===== src/rtl/onchip_stream_writer.sv =====
// rtl/onchip_stream_writer.sv - byte stream to 32-bit little-endian word packer driving an Avalon-MM RAM write port
// Optional running byte checksum enabled by defining ONCHIP_STREAM_WRITER_CHECKSUM_EN.
module onchip_stream_writer #(
  parameter int ADDR_W = 10,
  parameter int CNT_W  = 11
) (
  input  logic              clk,
  input  logic              reset_n,
  input  logic              start,
  input  logic [ADDR_W-1:0] base_addr,
  output logic              busy,
  output logic              done,
  output logic [CNT_W-1:0]  words_written,
  output logic [15:0]       checksum,
  input  logic [7:0]        snk_data,
  input  logic              snk_valid,
  input  logic              snk_eop,
  output logic              snk_ready,
  output logic [ADDR_W-1:0] mem_address,
  output logic [3:0]        mem_byteenable,
  output logic              mem_chipselect,
  output logic              mem_write,
  output logic [31:0]       mem_writedata,
  output logic              mem_clken
);

  typedef enum logic [1:0] {S_IDLE, S_PACK, S_WRITE, S_DONE} state_t;

  state_t            r_state;
  state_t            w_next;
  logic [ADDR_W-1:0] r_ptr;
  logic [1:0]        r_lane;
  logic [3:0]        r_be;
  logic [31:0]       r_data;
  logic              r_last;
  logic [CNT_W-1:0]  r_words;

  logic              w_accept;
  logic [31:0]       w_data;
  logic [3:0]        w_be;
  logic              w_busy;
  logic              w_ready;
  logic              w_wr;
  logic              w_done;
  logic [ADDR_W-1:0] w_addr;
  logic [3:0]        w_be_out;
  logic [31:0]       w_wdata;

  assign w_accept      = (r_state == S_PACK) && snk_valid;
  assign words_written = r_words;

  // Lanes are cleared after each write, so OR-ing the new byte in is sufficient.
  always_comb begin
    w_data = r_data;
    w_be   = r_be;
    if (w_accept) begin
      w_data = r_data | (32'(snk_data) << {r_lane, 3'b000});
      w_be   = r_be | (4'b0001 << r_lane);
    end
  end

  // State register plus the registered outputs, all decoded from the next state.
  always_ff @(posedge clk or negedge reset_n) begin
    if (!reset_n) begin
      r_state        <= S_IDLE;
      busy           <= 1'b0;
      done           <= 1'b0;
      snk_ready      <= 1'b0;
      mem_address    <= '0;
      mem_byteenable <= 4'b0000;
      mem_chipselect <= 1'b0;
      mem_write      <= 1'b0;
      mem_writedata  <= 32'd0;
      mem_clken      <= 1'b1;
    end else begin
      r_state        <= w_next;
      busy           <= w_busy;
      done           <= w_done;
      snk_ready      <= w_ready;
      mem_address    <= w_addr;
      mem_byteenable <= w_be_out;
      mem_chipselect <= w_wr;
      mem_write      <= w_wr;
      mem_writedata  <= w_wdata;
      mem_clken      <= 1'b1;
    end
  end

  always_comb begin
    w_next = r_state;
    case (r_state)
      S_IDLE:  if (start) w_next = S_PACK;
      S_PACK:  if (w_accept && ((r_lane == 2'd3) || snk_eop)) w_next = S_WRITE;
      S_WRITE: w_next = r_last ? S_DONE : S_PACK;
      S_DONE:  w_next = S_IDLE;
      default: w_next = S_IDLE;
    endcase
  end

  always_comb begin
    w_busy   = (w_next != S_IDLE);
    w_ready  = (w_next == S_PACK);
    w_wr     = (w_next == S_WRITE);
    w_done   = (w_next == S_DONE);
    w_addr   = w_wr ? r_ptr : '0;
    w_be_out = w_wr ? w_be : 4'b0000;
    w_wdata  = w_wr ? w_data : 32'd0;
  end

  always_ff @(posedge clk or negedge reset_n) begin
    if (!reset_n) begin
      r_ptr   <= '0;
      r_lane  <= 2'd0;
      r_be    <= 4'b0000;
      r_data  <= 32'd0;
      r_last  <= 1'b0;
      r_words <= '0;
    end else begin
      case (r_state)
        S_IDLE: if (start) begin
          r_ptr   <= base_addr;
          r_lane  <= 2'd0;
          r_be    <= 4'b0000;
          r_data  <= 32'd0;
          r_last  <= 1'b0;
          r_words <= '0;
        end
        S_PACK: if (w_accept) begin
          r_data <= w_data;
          r_be   <= w_be;
          r_lane <= r_lane + 2'd1;
          r_last <= snk_eop;
        end
        S_WRITE: begin
          r_ptr   <= r_ptr + ADDR_W'(1);
          r_words <= r_words + CNT_W'(1);
          r_lane  <= 2'd0;
          r_be    <= 4'b0000;
          r_data  <= 32'd0;
        end
        default: ;
      endcase
    end
  end

`ifdef ONCHIP_STREAM_WRITER_CHECKSUM_EN
  logic [15:0] r_sum;

  always_ff @(posedge clk or negedge reset_n) begin
    if (!reset_n) begin
      r_sum <= 16'd0;
    end else if ((r_state == S_IDLE) && start) begin
      r_sum <= 16'd0;
    end else if (w_accept) begin
      r_sum <= r_sum + 16'(snk_data);
    end
  end

  assign checksum = r_sum;
`else
  assign checksum = 16'd0;
`endif

endmodule


===== config.mk =====
export PLATFORM = sky130hd
export DESIGN_NAME = onchip_stream_writer
export DESIGN_NICKNAME = d
export VERILOG_FILES = /design/src/rtl/onchip_stream_writer.sv
export SDC_FILE = /design/constraint.sdc
export NUM_CORES = 1
export LEC_CHECK = 0
export BUFFER_PORTS_ARGS = -buffer_cell sky130_fd_sc_hd__buf_2
export CORE_ASPECT_RATIO = 0.9
export CORE_MARGIN = 4
export CORE_UTILIZATION = 48
export DETAILED_ROUTE_END_ITERATION = 12
export PLACE_DENSITY_LB_ADDON = 0.05
export SETUP_SLACK_MARGIN = 0.05
export SLEW_MARGIN = 10
export SYNTH_ARGS = -nofsm -noshare
export SYNTH_HDL_FRONTEND = slang
export SYNTH_SLANG_ARGS = --single-unit

===== constraint.sdc =====
create_clock -name clk -period 1.6 [get_ports clk]
set_clock_uncertainty 0.15 [all_clocks]
set_input_delay 0.4 -clock clk [delete_from_list [all_inputs] [get_ports clk]]
set_output_delay 0.4 -clock clk [all_outputs]
set_load 0.01 [all_outputs]

* Yosys cells after proc, flatten, opt, wreduce, memory -nomap -nowiden
Index checks and enable logic that the tools add are counted.
** Word-level totals
- Register bits :: 112
- Input bits :: 23
** Operators by class
- $add $sub $neg :: 3
- Equality and inequality tests :: 9
- Shift operators :: 2
- Mux-type cells :: 25
- Bitwise logic cells :: 2
- Reductions and logical operators :: 11
** Operators by type and width (count)
- 32-bit 2-to-1 mux :: 4
- 32-bit one-hot mux with 3 select lines :: 1
- 32-bit OR :: 1
- 8-bit by 5-bit << shifter with 32-bit output :: 1
- 11-bit one-hot mux with 2 select lines :: 1
- 10-bit 2-to-1 mux :: 2
- 10-bit one-hot mux with 2 select lines :: 1
- 4-bit 2-to-1 mux :: 4
- 4-bit one-hot mux with 3 select lines :: 1
- 11-bit by 1-bit adder with 11-bit output (second input constant) :: 1
- 11-bit 2-to-1 mux :: 1
- 10-bit by 1-bit adder with 10-bit output (second input constant) :: 1
- 2-bit == test (second input constant) :: 5
- 2-bit 2-to-1 mux :: 5
- 2-bit one-hot mux with 4 select lines :: 1
- 2-bit one-hot mux with 3 select lines :: 1
- 3-bit AND reduction :: 2
- 2-bit nonzero test :: 3
- 2-bit by 1-bit == test with 1-bit output (second input constant) :: 2
- 2-bit inequality test (second input constant) :: 2
- 4-bit OR :: 1
- 1-bit by 2-bit << shifter with 4-bit output (first input constant) :: 1
- 3-bit nonzero test :: 1
- 2-bit by 1-bit adder with 2-bit output (second input constant) :: 1
- other kinds (6) :: 8

* Longest topological paths before layout
- Depth in word-level cells :: 7
- Gate-level depth with buffers :: 5
- Depth with buffers taken out :: 4

* Worst setup path before layout
No wires, ideal clock.
- Path type :: reg2reg
- From :: register r_words[0], in the netlist words_written[0]
- To :: register r_words[10], in the netlist words_written[10]
- Library setup time :: 0.127 ns
- Data arrival time :: 1.457 ns
- Path slack :: -0.134 ns
- Stages on the path, launching flop included :: 5
- Buffers on the path :: 0
- Clock period less this slack :: 1.734 ns
- Cells stage by stage :: dfrtp_1 -> ha_1 -> and4_1 -> or4b_1 -> mux2i_1
** Between the ends
- Longest elaborated chain between the ends :: 2
** RTL lines
- from (decl) :: line 36 : logic [CNT_W-1:0] r_words;
- from (signal assigned) :: line 136 : r_words <= r_words + CNT_W'(1);
- 11-bit by 1-bit adder with 11-bit output :: line 136
- 11-bit one-hot mux with 2 select lines :: line 119 : case (r_state)
Every way passes these cells.
A chain may end at the register's enable or synchronous reset.

* Final worst setup path
- From :: register r_words[1], in the netlist words_written[1]
- To :: register r_words[10], in the netlist words_written[10]
Same word-level chain as after synthesis.

==> flow_metrics.tcl <==
set metrics [dict create \
    cts_tree "yes" \
    ys.flop_type "dfrtp_1" \
    die_x_um 110 \
    endpoint_kind "flop" \
    layout_common_cells "111 x dfrtp_1, 78 x buf_2, 73 x nor2_1, 49 x buf_4, 26 x buf_6" \
    die-area_mm2 0.0110 \
    row_count 33 \
    clk_pin_slew_ns 0.10 \
    finalNetCount 582 \
    worstPathMaxFanout 2 \
    drive_gt1_share_pct 43.4 \
    p_per_area_mw_per_mm2 1550 \
    clock.fmax_ghz 0.597 \
    ant_nets 0 \
    register_area_mm2 0.00280 \
    busiest_layer "met1" \
    power_frac_clock_pct 16.9 \
    synthCells 412 \
    initial_core_util_pct 49.4 \
    cap_violations 0 \
    cts_root_buf "clkbuf_8" \
    drt_iter0_markers 153 \
    pwr-share-comb_pct 43.4 \
    use_met3_pct 3.92 \
    synth.distinct_cells 54 \
    cts.path.max_buffers 2 \
    final_area_mm2 0.00629 \
    cts_buffers 9 \
    rsz0062_at_grt "true" \
    worstMarginPinSlew_ns 0.550 \
    vdd_drop_max_v 0.000798 \
    antenna_found_initial 0 \
    ys_warn_count 0 \
    synth_top_area_share_pct 62.2 \
    multiInputGateArea_mm2 0.00195 \
    area_delta_synth_final_pct 39.7 \
    crit_required_ns 1.69 \
    h-tree-depth 3 \
    status "finished, violations left" \
    grt_use_met1_pct 31.6 \
    violations "setup timing" \
    r2r_cells 4 \
    p_sw_w 0.00363 \
    clk_latency_ns 0.36 \
    pre_cts_ws_ns -0.0751 \
    slew_headroom_pct 63.3 \
    drc 0 \
    power.switching_fraction_pct 37.3 \
    dp_hpwl_mm 7.38 \
    worstSetupPathType "flop to flop" \
    ys_ff_latch 112 \
    worst_setup_path_start_kind "flop" \
    port_buffers 84 \
    grt_usage_pct 20.9 \
    fill_cells 716 \
    synth_edf_count 0 \
    clock_sinks 112 \
    first_global_vias 3501 \
    whs_path_depth 3 \
    routed_wl_mm 11.7 \
    firstDrtPassIters 4 \
    maxSlewViolCount 0 \
    async_flop_share_pct 100 \
    yosys.area.top_type "dfrtp_1" \
    netlist_area_mm2 0.00451 \
    die_h_um 99.9 \
    fp.coreArea_mm2 0.00913 \
    period_minus_slack_ns 1.68 \
    grt_pass1_wl_mm 17.8 \
    synth.area.top_cells "dfrtp_1 62%, nor2_1 6.3%, a31oi_1 5.1%, buf_4 3.2%, and2_1 1.7%" \
    syn_avg_cell_area_um2 10.9 \
    holdWs_ns 0.118 \
    setup_ws_ns -0.0756 \
    leakage_nw 3.11 \
    power_frac_seq_pct 39.7 \
    overflow 0 \
    wl_per_cell_um 17.2 \
    yosysSeqAreaShare_pct 62.2 \
    p_int_w 0.00612 \
    crit_arrival_ns 1.77 \
    grt_util_met2_pct 31.1 \
    antennaDiodeCount 0 \
    layout_commonest_cell "dfrtp_1" \
    grt_max_degree 85 \
    vias_per_cell 5.30 \
    min_path_type "primary input to flop" \
    hold_viol 0 \
    placedInstanceArea_mm2 0.00531 \
    via_count 3601 \
    io_pins 102 \
    setup_viol 54 \
    finalCritPeriodShare_pct 105 \
    gp_congestion 0.912 \
]
## synthesized netlist by cell type (all sizes together) (4+ instances only)
library cell	number
a21oi	13
a31oi	37
and2	12
and3b	4
buf	30
clkbuf	14
dfrtp	112
ha	6
inv	7
nand2	14
nand2b	4
nand3	9
nor2	76
nor2b	6
nor3	4
nor3b	4
o211ai	4
o21ai	11
## critical path, stage by stage, from the launching register on
cell and delay (ns):
dfrtp_1 0.39, ha_2 0.21, and4_4 0.22, or4b_4 0.46, mux2i_1 0.14
## through the flow
step | setup TNS (ns) | total power, W | cells | utilization (%)
after global routing | -4.05 | 0.0103 | 680 | 69.0
after global placement | -0.111 | 0.00691 | 638 | 58.2
final | -1.01 | 0.00975 | 680 | 69.0
after CTS | -1.68 | 0.00909 | 668 | 64.1
after detailed placement | -0.341 | 0.00699 | 638 | 58.2
after floorplan | -0.120 | 0.00565 | 427 | -
## sequential cells by signal (all words and copies together) (netlist names)
signal          cells
done                1
mem_address        10
r_ptr              10
r_last              1
r_be                4
words_written      11
busy                1
mem_write           1
r_data             32
mem_byteenable      4
r_lane              2
r_state             2
snk_ready           1
mem_writedata      32
## layout make-up
cell class	instances	area share, %
clock buffers	11	2.41
clock inverters	5	0.716
inverters	7	0.457
multi-input cells	264	31.0
flip-flops and latches	112	44.5
well taps	122	2.42
repair buffers	159	18.4
## path summary, 6_finish.rpt
| check | start | end | slack, ns |
|---|---|---|---|
| min in group asynchronous | reset_n | mem_address[5] | 0.46 |
| setup / recovery | words_written[1] | words_written[10] | -0.08 |
| setup reg to reg | words_written[1] | words_written[10] | -0.08 |
| hold reg to reg | r_data[8] | r_data[8] | 0.34 |
| hold / removal | base_addr[3] | r_ptr[3] | 0.12 |
| max in group asynchronous | reset_n | r_state[1] | 0.47 |
## power by group through the flow
stage | combinational, W | sequential, W | clock (W)
floorplan | 0.00168 | 0.00397 | 0
global placement | 0.00311 | 0.00380 | 0
detailed placement | 0.00318 | 0.00382 | 0
CTS | 0.00359 | 0.00379 | 0.00170
global route | 0.00459 | 0.00392 | 0.00179
finish | 0.00423 | 0.00387 | 0.00165
## logic make-up after synthesis
| family | share of synthesized area (%) |
|---|---|
| and+or+nand+nor | 16.2 |
| DFF | 62.2 |
| AOI/OAI and AO/OA | 13.3 |
| buffers and inverters | 6.05 |
| adders and majority gates | 1.67 |
| muxes | 0.444 |
| other | 0.167 |
## layer usage
metal  wire, um  part of all wire, %  vias to the layer above
met2       5470                   47                      108
met1       5380                   46                     1793
met5          0                    0                        -
met3        687                  5.9                       14
li1           -                    -                     1686
met4        151                  1.3                        0
## timing repair
item / CTS / global route
buffers inserted: 13 / 9
endpoints found under the setup margin: 77 / 108
resized for setup: 45 / 64
endpoints found under the hold margin: 112 / 0
hold buffers: 1 / 0
pin swaps: 2 / 17
cloned: 0 / 3
No activity file was read; power rests on OpenSTA's default activity.
